[config.mk]
export PLATFORM = sky130hd
export DESIGN_NAME = cache_refill_ctrl
export DESIGN_NICKNAME = d
export VERILOG_FILES = /design/src/rtl/cache_refill_ctrl.sv
export SDC_FILE = /design/constraint.sdc
export NUM_CORES = 1
export LEC_CHECK = 0
export CORE_AREA = 2 2 191 193
export CTS_CLUSTER_DIAMETER = 100
export DETAILED_ROUTE_END_ITERATION = 12
export DIE_AREA = 0 0 193 195
export PLACE_DENSITY_LB_ADDON = 0.1
export SYNTH_ARGS = -nofsm -noshare
export SYNTH_HDL_FRONTEND = slang
export SYNTH_SLANG_ARGS = --single-unit
[constraint.sdc]
create_clock -name clock -period 3.8 [get_ports clock]
set_input_delay 0.38 -clock clock [delete_from_list [all_inputs] [get_ports clock]]
set_output_delay 0.38 -clock clock [all_outputs]
set_load 0.02 [all_outputs]
[src/rtl/cache_refill_ctrl.sv]
// ============================================================================
//  Module      : cache_refill_ctrl
//  Description : Cache miss engine. Writes back a dirty victim block, then
//                fetches the missing block and streams it into the data array.
//  Revision    : 1.0 - initial release
// ============================================================================
`default_nettype none

module cache_refill_ctrl #(
    parameter int BLOCK_SIZE = 8
) (
    input  logic                       clock,
    input  logic                       rst,

    input  logic                       miss_req,
    input  logic [31:0]                miss_addr,
    input  logic                       victim_dirty,
    input  logic [31:0]                victim_addr,
    input  logic [32*BLOCK_SIZE-1:0]   victim_line,
    output logic                       busy,

    output logic                       fill_we,
    output logic [2:0]                 fill_idx,
    output logic [31:0]                fill_data,
    output logic                       fill_done,

    output logic                       dram_wr_req,
    output logic [31:0]                dram_wr_addr,
    output logic [31:0]                dram_wr_data,
    input  logic                       dram_wr_val,

    output logic                       dram_rd_req,
    output logic [31:0]                dram_rd_addr,
    input  logic [31:0]                dram_rd_data,
    input  logic                       dram_rd_val
);

    localparam logic [2:0]  c_LAST_IDX   = 3'(BLOCK_SIZE - 1);
    localparam logic [31:0] c_ALIGN_MASK = ~32'(BLOCK_SIZE - 1);

    typedef enum logic [1:0] {
        S_IDLE = 2'd0,
        S_WB   = 2'd1,
        S_FILL = 2'd2
    } state_t;

    state_t                     r_state;
    state_t                     w_next_state;
    logic                       w_accept;
    logic                       w_rd_last;

    logic [31:0]                r_miss_base;
    logic [31:0]                r_victim_base;
    logic [32*BLOCK_SIZE-1:0]   r_victim_line;
    logic [2:0]                 r_wcnt;
    logic [2:0]                 r_rcnt;
    logic                       r_busy;
    logic                       r_rd_req;
    logic                       r_fill_we;
    logic [2:0]                 r_fill_idx;
    logic [31:0]                r_fill_data;
    logic                       r_fill_done;

    always_comb begin
        w_next_state = r_state;
        w_accept     = 1'b0;
        w_rd_last    = 1'b0;
        case (r_state)
            S_IDLE: begin
                if (miss_req) begin
                    w_accept     = 1'b1;
                    w_next_state = victim_dirty ? S_WB : S_FILL;
                end
            end
            S_WB: begin
                if (dram_wr_val && (r_wcnt == c_LAST_IDX)) begin
                    w_next_state = S_FILL;
                end
            end
            S_FILL: begin
                if (dram_rd_val && (r_rcnt == c_LAST_IDX)) begin
                    w_rd_last    = 1'b1;
                    w_next_state = S_IDLE;
                end
            end
            default: w_next_state = S_IDLE;
        endcase
    end

    always_ff @(posedge clock) begin
        if (rst) begin
            r_state       <= S_IDLE;
            r_miss_base   <= '0;
            r_victim_base <= '0;
            r_victim_line <= '0;
            r_wcnt        <= '0;
            r_rcnt        <= '0;
            r_busy        <= 1'b0;
            r_rd_req      <= 1'b0;
            r_fill_we     <= 1'b0;
            r_fill_idx    <= '0;
            r_fill_data   <= '0;
            r_fill_done   <= 1'b0;
        end else begin
            r_state     <= w_next_state;
            // Busy stays up through the cycle that writes the final fill word.
            r_busy      <= (w_next_state != S_IDLE) || w_rd_last;
            r_rd_req    <= (w_next_state == S_FILL);
            r_fill_we   <= (r_state == S_FILL) && dram_rd_val;
            r_fill_done <= w_rd_last;

            if (w_accept) begin
                r_miss_base   <= miss_addr & c_ALIGN_MASK;
                r_victim_base <= victim_addr & c_ALIGN_MASK;
                r_victim_line <= victim_line;
                r_wcnt        <= '0;
                r_rcnt        <= '0;
            end

            // 3-bit counters wrap to zero on the eighth beat.
            if ((r_state == S_WB) && dram_wr_val) begin
                r_wcnt <= r_wcnt + 3'd1;
            end
            if ((r_state == S_FILL) && dram_rd_val) begin
                r_rcnt      <= r_rcnt + 3'd1;
                r_fill_idx  <= r_rcnt;
                r_fill_data <= dram_rd_data;
            end
        end
    end

    // Request drops in the same cycle as the last write beat so the DRAM
    // controller does not see it as a fresh request.
    assign dram_wr_req  = (r_state == S_WB) && !(dram_wr_val && (r_wcnt == c_LAST_IDX));
    assign dram_wr_data = r_victim_line[{r_wcnt, 5'd0} +: 32];
    assign dram_wr_addr = r_victim_base;
    assign dram_rd_req  = r_rd_req;
    assign dram_rd_addr = r_miss_base;
    assign busy         = r_busy;
    assign fill_we      = r_fill_we;
    assign fill_idx     = r_fill_idx;
    assign fill_data    = r_fill_data;
    assign fill_done    = r_fill_done;

endmodule

`default_nettype wire
==> After elaboration in Yosys (flattened, before gate mapping) <==
Index checks and enable logic that the tools add are counted.
{ "word_totals": {"ff_bits": 361, "in_bits": 358, "ramBits": 0, "output_inout_bits": 136, "word_cells": 43, "mem_count": 0, "latch_bits": 0, "romBits": 0} }
{ "op_classes": {"shifts": 1, "n_eq_ne": 5, "add_sub_neg": 2, "div_mod_pow": 0, "bitwise_logic": 0, "magnitude_cmp": 0, "n_reduce_logical": 11, "mul": 0, "n_mux": 12} }
{ "ops": {"columns": ["operator", "n"], "rows": [
  ["$shiftx 256x9->32", 1],
  ["$mux 3", 3],
  ["$mux 2", 4],
  ["$add 3x1->3 const B", 2],
  ["$eq 3x3->1 const B", 2],
  ["$pmux 2 s3", 1],
  ["$reduce_bool 2->1", 3],
  ["$logic_and 1x1->1", 5],
  ["$eq 2x2->1 const B", 2],
  ["$mux 1", 4],
  ["$eq 2x1->1 const B", 1],
  ["$logic_not 2->1", 1],
  ["$logic_not 1->1", 1],
  ["$logic_or 1x1->1", 1]
]} }

==> Logic depth before layout (Yosys ltp) <==
{ "depth": {"word_depth": 6, "mapped_depth": 7, "depth_no_buf": 5} }

==> Worst setup path after synthesis <==
OpenSTA, ideal clock, no wires.
{ "synth_timing": {"path_type": "register to output", "startpoint": "register r_wcnt[0]", "endpoint": "output dram_wr_data[26]", "stages_incl_launch_ff": 5, "slack_ps": 1873, "arrival_time_ps": 1547, "t_required_ps": 3420, "n_path_buf": 2, "path_cell_list": "dfxtp_1 buf_6 buf_6 mux4_1 mux2_2"} }
{ "synth_between": {"elab_chain_len": 1} }
{ "synth_lines": {"columns": ["element", "line", "source"], "rows": [
  ["from (decl)", "55", "logic [2:0] r_wcnt;"],
  ["from (signal assigned)", "122", "r_wcnt <= r_wcnt + 3'd1;"],
  ["$shiftx 256x9->32", "135", "assign dram_wr_data = r_victim_line[{r_wcnt, 5'd0} +: 32];"],
  ["to (decl)", "29", "output logic [31:0] dram_wr_data,"]
]} }
No other way between the ends.

==> Final worst setup path <==
{ "layout_timing": {"startpoint": "register r_wcnt[0]", "endpoint": "output dram_wr_data[3]"} }
Same word-level chain as after synthesis.

==> metrics.txt <==
outcome finished, final reports clean; worst reg2reg endpoint dram_rd_addr[31]$_SDFFE_PP0P_; final clock skew around 0.015 ns; total clock sinks ~360; Clock Path Buffers 3; Worst EP arrival roughly 3 ns; pwr/cell area between 400 and 500 mW/mm²; num rows around 70; top_reg_cell synth dfxtp_1; post-layout worst setup margin ~0.37 ns; total number of yosys warnings 0; routed vias around 13k; Fin Hold WS around 0.34 ns; First-pass DRT Iterations 5; Synth Area in Compound Gates 12.6%; unrepaired setup endpoints after global routing no; Tot Pwr roughly 9.5 mW; worst hold path class input port to flip-flop; Slew headroom 47.4%; CTS HTree Levels 2; Mapped Avg Cell Area ~8.5 µm²; root buf cell clkbuf_16; Seq/Total Area, Yosys 50.0%; initial core utilization about two fifths; first-pass GRT wire length 70900 µm; Fin. Hold Viols 0; # IOs slightly below 500; hold path depth 2; peak supply drop 0.428 mV; final setup violating endpoints 0; Leak around 7.6 nW; Die Area between 0.03 and 0.04 mm²; Req. time, crit path 3.42 ns; R2R depth 4; CTS tree built; Tightest Pin Transition a little under 0.8 ns; Vias per Instance approximately 5.0; Critical Path Source Type flip-flop; largest net degree at the start of global routing 110; worst skew pair latency about 0.54 ns; Placer Congestion around 0.81; post-synthesis adder-cell area fraction less than 1%; antenna violations before repair 17; Layout Nets ~2.5k; drt wl/cell ~18 µm; Yosys reg bits approximately 360; Cells after Synth between 1.5k and 2k; Core Area 0.0354 mm²; total CTS buffers 41; Tot GR Track Use between 20% and 30%; Port Buffers between 400 and 500; Worst Setup SP r_wcnt[0]$_SDFFE_PP0P_; HPWL Detailed roughly 33000 µm; setup bufs post-CTS 0; Die W 193 µm; min Tclk post-route ~3.4 ns; number of remaining DRC errors 0; Iteration-0 DRC Markers 656; Clock Pin Slew Worst Setup and Hold Paths ~0.06 ns; kind of critical path flip-flop to output pin; fraction of registers with async set/reset 0%; simple-gate area share of the yosys netlist roughly 19%; post-synthesis cell type count 28; Max Clk Rate just under 0.3 GHz; Resized Gates After CTS 0; ratio of cells with drive above 1 in the final layout approximately 8.5%; max-slew violations 0; mux contribution to synthesized area around 13%; ANT nets after route 0; post-place setup slack approximately 0.87 ns; R2R Setup Slk around 1.4 ns; die span in y about 200 µm; Post-Syn Area 0.0144 mm²; RR Startpoint r_state[0]$_SDFF_PP0_; origin of the worst min-delay path rst; worst hold endpoint dram_rd_addr[11]$_SDFFE_PP0P_; number of global-route vias before repair 12.7k; XOR/XNOR Fraction of Synth Area 0%; final setup TNS 0 ns; CP Capture Type output pin; largest family of logic cells by synthesized area simple AND/OR/NAND/NOR gates; max-cap violation count 0; CP Max Fanout 21; CTS Hold Bufs 0; EDFF count, synth 0; detailed-route wire length 47600 µm; grt total ovfl 0; Final Cycle Share 90.2%; Syn-to-layout area delta 43.8%
-- Yosys cell counts, types with 4 or more instances --
library cell | n | area share [%]
nor2_1 | 5 | 0.13
nand2_1 | 703 | 18
nand3_1 | 7 | 0.24
buf_6 | 5 | 0.39
buf_4 | 22 | 1.1
dfxtp_1 | 361 | 50
clkbuf_1 | 57 | 1.5
buf_2 | 60 | 2.1
a21oi_1 | 355 | 12
ha_1 | 4 | 0.35
mux4_2 | 61 | 9.5
mux2_2 | 32 | 2.5
-- power breakdown --
group / switching [mW] / internal, mW
Sequential: 0.132 / 4.04
Combinational: 0.716 / 0.750
Clock: 1.54 / 2.35
Total: 2.39 / 7.14
-- through the flow --
| stage | instances | util [%] | area, µm² |
|---|---|---|---|
| after floorplan | 1702 | - | 14500 |
| after global placement | 2523 | 54.9 | 19400 |
| after detailed placement | 2523 | 54.9 | 19400 |
| after CTS | 2596 | 58.6 | 20700 |
| after global routing | 2606 | 58.7 | 20800 |
| final | 2607 | 58.7 | 20800 |
-- layout by cell type, fill, tap and decap left out, types with 2 or more instances in the layout --
master and count:
a21oi_1 355, and3b_1 3, buf_12 8, buf_4 16
bufinv_16 2, clkbuf_1 15, clkbuf_16 43, clkbuf_8 7
clkdlybuf4s50_1 480, clkinv_2 5, conb_1 6, dfxtp_1 358
dfxtp_4 2, diode_2 11, ha_1 4, inv_1 2
mux2_2 32, mux4_1 3, mux4_2 61, nand2_1 703
nand2b_1 2, nand3_1 7, nand3b_1 2, nor2_1 5
nor2b_1 3
-- per-layer routing --
| metal | global-route usage [%] | up-vias | part of all wire (%) |
|---|---|---|---|
| li1 | - | 6441 | - |
| met1 | 27.3 | 6093 | 38 |
| met2 | 42.8 | 400 | 51 |
| met3 | 7.01 | 91 | 7.6 |
| met4 | 10.7 | 12 | 3.9 |
| met5 | 0 | - | 0.14 |
-- state kept, by name (all words and copies together), names as in the netlist --
name and count:
dram_wr_addr 29, dram_rd_req 1, r_wcnt 3, fill_done 1, busy 1, fill_data 32, fill_idx 3, r_victim_line 256
r_rcnt 3, dram_rd_addr 29, fill_we 1, r_state 2
-- how the worst max path moves through the flow --
stage | slack (ns) | to
finish | 0.37 | dram_wr_data[3]
global route | 0.23 | dram_wr_data[3]
CTS | 0.30 | dram_wr_data[3]
detailed placement | 0.87 | dram_wr_data[3]
global placement | 0.86 | dram_wr_data[3]
floorplan | 1.87 | dram_wr_data[26]
-- critical path, stage by stage (launching register included) --
cell and delay (ns):
dfxtp_4 0.64, buf_4 0.39, mux4_2 0.62, mux2_2 0.31, clkdlybuf4s50_1 0.54
-- layout make-up --
type | instances | area [µm²]
fillers | 3228 | 14600
flip-flops and latches | 361 | 7240
multi-input cells | 1194 | 6500
repair buffers | 505 | 5100
clock buffers | 65 | 1230
well taps | 461 | 577
clock inverters | 8 | 93.8
diodes | 11 | 27.5
inverters | 2 | 7.51
-- kinds of logic after synthesis --
logic type	count (synthesis)
other	1
adders and majority gates	4
AOI/OAI and AO/OA	360
and+or+nand+nor	728
muxes	96
buffers and inverters	147
DFF	361
Power figures use the tool's default switching activity.
